File: src/rtl/midi_voice_alloc_if.sv
// MIDI byte input plus per-voice synth control outputs for midi_voice_alloc.
// The byte source / synth bank drives the master side; the allocator is the slave.
interface midi_voice_alloc_if #(
  parameter int NVOICES = 4
);
  logic [7:0]           rx_byte;
  logic                 rx_byte_valid;
  logic                 panic;
  logic [7*NVOICES-1:0] voice_note;
  logic [7*NVOICES-1:0] voice_vel;
  logic [NVOICES-1:0]   voice_gate;
  logic [NVOICES-1:0]   voice_trig;

  modport master (
    output rx_byte, rx_byte_valid, panic,
    input  voice_note, voice_vel, voice_gate, voice_trig
  );

  modport slave (
    input  rx_byte, rx_byte_valid, panic,
    output voice_note, voice_vel, voice_gate, voice_trig
  );
endinterface

File: src/rtl/midi_voice_alloc.sv
// MIDI channel-voice parser with running status, feeding a note allocator that
// retriggers, takes the lowest free voice, or steals the oldest.
module midi_voice_alloc #(
  parameter int NVOICES = 4,
  parameter int CHANNEL = 0,
  parameter int OMNI    = 0
) (
  input logic               clk,
  input logic               rst,
  midi_voice_alloc_if.slave bus
);
  localparam int IW = (NVOICES > 1) ? $clog2(NVOICES) : 1;
  localparam logic [IW-1:0] OLDEST = IW'(NVOICES - 1);

  typedef enum logic [1:0] {NO_STATUS, WAIT_D1, WAIT_D2} parse_state_t;

  parse_state_t state_reg, state_next;
  logic [7:0]   status_reg, status_next;
  logic [6:0]   d1_reg, d1_next;

  logic         msg_done;
  logic [6:0]   msg_d1, msg_d2;
  logic         chan_ok;
  logic         ev_on_next, ev_off_next, ev_alloff_next;
  logic         ev_on_reg, ev_off_reg, ev_alloff_reg;
  logic [6:0]   ev_note_reg, ev_vel_reg;

  assign chan_ok = (OMNI != 0) || (status_reg[3:0] == 4'(CHANNEL));

  always_comb begin
    state_next  = state_reg;
    status_next = status_reg;
    d1_next     = d1_reg;
    msg_done    = 1'b0;
    msg_d1      = d1_reg;
    msg_d2      = bus.rx_byte[6:0];
    if (bus.rx_byte_valid) begin
      if (bus.rx_byte >= 8'hF8) begin
        state_next = state_reg;
      end else if (bus.rx_byte[7]) begin
        if (bus.rx_byte[7:4] == 4'hF) begin
          state_next  = NO_STATUS;
          status_next = 8'h00;
        end else begin
          state_next  = WAIT_D1;
          status_next = bus.rx_byte;
        end
      end else begin
        case (state_reg)
          WAIT_D1: begin
            // Program change and channel pressure carry a single data byte
            if (status_reg[7:5] == 3'b110) begin
              msg_done = 1'b1;
              msg_d1   = bus.rx_byte[6:0];
            end else begin
              d1_next    = bus.rx_byte[6:0];
              state_next = WAIT_D2;
            end
          end
          WAIT_D2: begin
            msg_done   = 1'b1;
            state_next = WAIT_D1;
          end
          default: state_next = state_reg;
        endcase
      end
    end
  end

  always_comb begin
    ev_on_next     = 1'b0;
    ev_off_next    = 1'b0;
    ev_alloff_next = 1'b0;
    if (msg_done && chan_ok) begin
      case (status_reg[7:4])
        4'h9: begin
          ev_on_next  = (msg_d2 != 7'd0);
          ev_off_next = (msg_d2 == 7'd0);
        end
        4'h8: ev_off_next = 1'b1;
        4'hB: ev_alloff_next = (msg_d1 == 7'd120) || (msg_d1 == 7'd123);
        default: ev_on_next = 1'b0;
      endcase
    end
  end

  always_ff @(posedge clk) begin
    if (rst) begin
      state_reg     <= NO_STATUS;
      status_reg    <= 8'h00;
      d1_reg        <= 7'd0;
      ev_on_reg     <= 1'b0;
      ev_off_reg    <= 1'b0;
      ev_alloff_reg <= 1'b0;
      ev_note_reg   <= 7'd0;
      ev_vel_reg    <= 7'd0;
    end else begin
      state_reg     <= state_next;
      status_reg    <= status_next;
      d1_reg        <= d1_next;
      ev_on_reg     <= ev_on_next && !bus.panic;
      ev_off_reg    <= ev_off_next && !bus.panic;
      ev_alloff_reg <= ev_alloff_next && !bus.panic;
      ev_note_reg   <= msg_d1;
      ev_vel_reg    <= msg_d2;
    end
  end

  logic [6:0]    note_all [NVOICES];
  logic          gate_all [NVOICES];
  logic [IW-1:0] age_all  [NVOICES];

  logic          hit, free;
  logic [IW-1:0] hit_idx, free_idx, old_idx, chosen;
  logic [IW-1:0] chosen_age;

  // Descending scans so the lowest matching index wins
  always_comb begin
    hit      = 1'b0;
    free     = 1'b0;
    hit_idx  = '0;
    free_idx = '0;
    old_idx  = '0;
    for (int i = NVOICES - 1; i >= 0; i--) begin
      if (gate_all[i] && note_all[i] == ev_note_reg) begin
        hit     = 1'b1;
        hit_idx = IW'(i);
      end
      if (!gate_all[i]) begin
        free     = 1'b1;
        free_idx = IW'(i);
      end
      if (age_all[i] == OLDEST) old_idx = IW'(i);
    end
    if (hit)       chosen = hit_idx;
    else if (free) chosen = free_idx;
    else           chosen = old_idx;
  end

  assign chosen_age = age_all[chosen];

  generate
    for (genvar gi = 0; gi < NVOICES; gi++) begin : g_voice
      logic [6:0]    note_reg, vel_reg;
      logic          gate_reg, trig_reg;
      logic [IW-1:0] age_reg;
      logic          pick;

      assign pick = ev_on_reg && (chosen == IW'(gi));

      always_ff @(posedge clk) begin
        if (rst) begin
          note_reg <= 7'd0;
          vel_reg  <= 7'd0;
          gate_reg <= 1'b0;
          trig_reg <= 1'b0;
          age_reg  <= IW'(gi);
        end else begin
          trig_reg <= 1'b0;
          if (bus.panic) begin
            gate_reg <= 1'b0;
          end else if (pick) begin
            note_reg <= ev_note_reg;
            vel_reg  <= ev_vel_reg;
            gate_reg <= 1'b1;
            trig_reg <= 1'b1;
          end else if (ev_off_reg && gate_reg && note_reg == ev_note_reg) begin
            gate_reg <= 1'b0;
          end else if (ev_alloff_reg) begin
            gate_reg <= 1'b0;
          end
          if (!bus.panic && ev_on_reg) begin
            if (pick)                         age_reg <= '0;
            else if (age_reg < chosen_age)    age_reg <= age_reg + 1'b1;
          end
        end
      end

      assign note_all[gi] = note_reg;
      assign gate_all[gi] = gate_reg;
      assign age_all[gi]  = age_reg;
      assign bus.voice_note[7*gi +: 7] = note_reg;
      assign bus.voice_vel[7*gi +: 7]  = vel_reg;
      assign bus.voice_gate[gi]        = gate_reg;
      assign bus.voice_trig[gi]        = trig_reg;
    end
  endgenerate
endmodule
File: src/flat_wrapper.sv
// flat-port wrapper written by rule: the top's interface ports become plain ports
module midi_voice_alloc_flat 
#(
  parameter int NVOICES = 4,
  parameter int CHANNEL = 0,
  parameter int OMNI    = 0
)
  (clk, rst, bus_rx_byte, bus_rx_byte_valid, bus_panic, bus_voice_note, bus_voice_vel, bus_voice_gate, bus_voice_trig);
  midi_voice_alloc_if #(.NVOICES(NVOICES)) bus_i ();
  input logic clk;
  input logic rst;
  input wire logic [$bits(bus_i.rx_byte)-1:0] bus_rx_byte;
  input wire logic [$bits(bus_i.rx_byte_valid)-1:0] bus_rx_byte_valid;
  input wire logic [$bits(bus_i.panic)-1:0] bus_panic;
  output wire logic [$bits(bus_i.voice_note)-1:0] bus_voice_note;
  output wire logic [$bits(bus_i.voice_vel)-1:0] bus_voice_vel;
  output wire logic [$bits(bus_i.voice_gate)-1:0] bus_voice_gate;
  output wire logic [$bits(bus_i.voice_trig)-1:0] bus_voice_trig;
  assign bus_i.rx_byte = bus_rx_byte;
  assign bus_i.rx_byte_valid = bus_rx_byte_valid;
  assign bus_i.panic = bus_panic;
  assign bus_voice_note = bus_i.voice_note;
  assign bus_voice_vel = bus_i.voice_vel;
  assign bus_voice_gate = bus_i.voice_gate;
  assign bus_voice_trig = bus_i.voice_trig;
  midi_voice_alloc #(.NVOICES(NVOICES), .CHANNEL(CHANNEL), .OMNI(OMNI)) u_core (.clk(clk), .rst(rst), .bus(bus_i));
endmodule
File: config.mk
export PLATFORM = sky130hd
export DESIGN_NAME = midi_voice_alloc_flat
export DESIGN_NICKNAME = d
export VERILOG_FILES = /design/src/rtl/midi_voice_alloc_if.sv /design/src/rtl/midi_voice_alloc.sv /design/src/flat_wrapper.sv
export SDC_FILE = /design/constraint.sdc
export NUM_CORES = 1
export LEC_CHECK = 0
export BUFFER_PORTS_ARGS = -buffer_cell sky130_fd_sc_hd__buf_2
export CAP_MARGIN = 20
export CORE_MARGIN = 5
export CORE_UTILIZATION = 35
export DETAILED_ROUTE_END_ITERATION = 7
export GPL_TIMING_DRIVEN = 0
export PLACE_DENSITY = 0.54
export SYNTH_ARGS = -nofsm -noshare
export SYNTH_HDL_FRONTEND = slang
export SYNTH_SLANG_ARGS = --single-unit
File: constraint.sdc
create_clock -name clk -period 2.9 [get_ports clk]
set_input_delay 0.58 -clock clk [delete_from_list [all_inputs] [get_ports clk]]
set_output_delay 0.58 -clock clk [all_outputs]
set_load 0.02 [all_outputs]
==> results.cfg <==
[status]
status = completed

[worst_setup_path]
r2r_end = u_core.g_voice[3].age_reg[1]
cp-end-kind = register
crit_fanout = 8
rr_startpoint = u_core.ev_note_reg[1]
critPathArrivalTime_ns = 3.12
start_kind = register
rrSetupSlack_ns = 0.03
setup.worst_path.class = reg2reg
required_ns = 3.15
ff2ff_path_depth = 11

[yosys]
synth-seq-cells = 106
synth_edf_count = 0
synthArstFlopShare = 0
ys_warn_count = 0
yosysTopAreaCellShare = 0.456
synth_nets = 551
netlist.top_cell.by_area = dfxtp_1
synth-main-ff-cell = dfxtp_1
ys_types = 59
syn_inst = 533
syn-cell-area_mm2 = 0.00465
synth_area_per_cell_um2 = 8.73
synth-seq-area-share = 0.456
synthTopCellsByArea = dfxtp_1 46%, nand2_1 7.6%, mux2i_1 7.5%

[cells_and_area]
drive_gt1_frac = 0.244
seqCellArea_mm2 = 0.00213
stdcell_area_mm2 = 0.00580
nNetsFinal = 649
fin_cells = 812
num-fill-cells = 1305
area_growth_pct = 24.7
n_antenna_cell = 0
multi_input_area_mm2 = 0.00239

[grt]
grt_use_met2 = 0.270
met1_usage = 0.214
grt.busiest_layer = met2
grt_pass1_vias = 3942
grtUsageTotal = 0.168
gr-total-overflow = 0
grt_pass1_wl_um = 21100
use_met3 = 0.0435
grt_max_degree = 19
antenna_found_initial = 0

[flow_run]
drv_cap = 0

[power]
p_leak_nw = 2.41
ir_drop_uv = 356
powerDensity_mw_per_mm2 = 494

[cts]
root_buffer = clkbuf_16
htree_num_levels = 3
worstSkewPairLatency_ns = 0.36
cts_buffers = 9
clock-sinks = 106
clockBufferDepth = 2
cts_tree = done
clk_pin_slew_ns = 0.07

[hold_path]
whs_path_depth = 2
worstHoldPathType = reg2reg
hold_end = u_core.g_voice[1].vel_reg[3]
hold_start = u_core.g_voice[1].vel_reg[3]

[floorplan]
die_y_um = 125
fp.dieW_um = 125
ios = 76
core_mm2 = 0.0131
die-area_mm2 = 0.0157
start_util = 0.354
rows = 42

[route]
dr.pass1.iters = 4
drc = 0
ant_nets = 0
vias = 4063
drt-initial-drc-count = 258
post_drt_wl_per_cell_um = 16.4
via_per_inst = 5.00
wirelength_um = 13300

[timing]
drv_slew = 0
final_hold_viol_count = 0
setup_viol = 0
maxSlewHeadroom = 0.374
fmax_mhz = 349
fin_skew_ns = 0.00493
min_period_ns = 2.87
grt_setup_unrepaired = yes
worst_pin_slew_ns = 0.932
fin_crit_sh = 0.989

[placed_design]
place_area_mm2 = 0.00525
portBuffers = 73
routabilityCongestion = 0.879
dp_hpwl_um = 9780
place_inst = 783
==> routing by layer <==
layer / vias up / part of all wire
met5: - / 0
met4: 0 / 0.021
met3: 19 / 0.054
met2: 104 / 0.47
met1: 1924 / 0.46
li1: 2016 / -
==> critical path: stages, from the launching register on <==
cell	delay [ns]
dfxtp_1	0.34
buf_6	0.15
xnor2_1	0.12
nand2_1	0.09
or4_4	0.59
a31o_4	0.27
or2_1	0.22
a21o_1	0.17
or2_1	0.24
buf_6	0.14
nand3b_1	0.16
a311o_1	0.26
==> power by group <==
group	leakage (nW)	switching [mW]	internal (mW)
sequential	0.859	0.0156	1.47
combinational	1.40	0.0669	0.0353
clock	0.151	0.577	0.704
total	2.41	0.660	2.21
==> layout make-up <==
class	instances	area share
sequential	106	0.367
multi-input combinational	379	0.411
inverter	10	0.00668
tap	176	0.0379
clock buffer	10	0.0412
clock inverter	6	0.0129
buffer	36	0.0403
timing repair buffer	89	0.0832
==> cells in the mapped netlist (3+ instances only) <==
cell type	count
a22o_1	7
o211ai_1	3
o21ai_0	9
a211oi_1	3
nand2_1	94
a31oi_1	3
buf_4	8
o41ai_1	3
nor3_1	10
ha_1	6
mux2i_1	35
or3_1	4
nor2b_1	10
nor4_1	3
xnor2_1	20
xor2_1	9
nand3b_1	3
a21oi_1	42
inv_1	9
or4_1	4
buf_2	9
nand3_1	8
dfxtp_1	106
nor2_1	56
buf_6	3
clkbuf_1	18
o311ai_0	3
nand4_1	5
a21o_1	3
==> through the flow <==
stage	hold slack (ns)	TNS [ns]	total power, mW	utilization	setup slack [ns]
detailed placement	0.453	-9.66	1.62	0.399	-0.361
global route	0.481	-0.581	2.98	0.442	-0.145
finish	0.463	0	2.87	0.442	0.0323
global placement	0.443	-9.12	1.62	0.399	-0.328
floorplan	0.427	0	1.57	-	0.0188
CTS	0.463	-0.114	2.91	0.431	-0.0533
==> what timing repair did <==
action	in CTS	in global routing
endpoints found under the setup margin	42	35
gates resized for setup	26	27
pin swaps	3	13
gates cloned	0	1
buffers inserted	1	13
hold buffers	0	0
==> how the worst max path moves through the flow <==
stage	start	end	slack, ns	depth (start not counted)
final	u_core.ev_note_reg[1]	u_core.g_voice[3].age_reg[1]	0.03	11
after global routing	u_core.g_voice[2].age_reg[1]	u_core.g_voice[3].age_reg[1]	-0.15	11
after CTS	u_core.ev_note_reg[2]	u_core.g_voice[3].age_reg[1]	-0.05	12
after detailed placement	u_core.ev_note_reg[2]	u_core.g_voice[1].vel_reg[6]	-0.36	10
after global placement	u_core.ev_note_reg[2]	u_core.g_voice[1].vel_reg[1]	-0.33	10
after floorplan	u_core.g_voice[2].note_reg[1]	u_core.g_voice[3].age_reg[1]	0.02	11
==> cells by family after synthesis <==
| group | count (synthesis) | share of synthesized area |
|---|---|---|
| and+or+nand+nor | 211 | 0.201 |
| buffers and inverters | 48 | 0.0524 |
| xor gates and xnor gates | 30 | 0.0581 |
| muxes | 36 | 0.0777 |
| adders and majority gates | 7 | 0.0183 |
| AOI/OAI and AO/OA | 95 | 0.136 |
| DFF | 106 | 0.456 |
==> placed cells by master, fill, tap and decap left out, drive strengths merged, types with 4 or more instances in the layout <==
cell	synthesis	routed
ha	6	6
a22o	7	7
xor2	9	9
nand2	94	94
buf	20	108
or3	4	4
inv	9	10
nand4	5	5
nand3	8	8
dfxtp	106	106
nor2	57	57
mux2i	35	35
clkinv	1	4
or4	4	4
o21ai	9	9
or2	4	4
nor3	10	10
a21oi	42	42
clkbuf	18	27
xnor2	21	21
nor2b	10	10
Power figures use the tool's default switching activity.
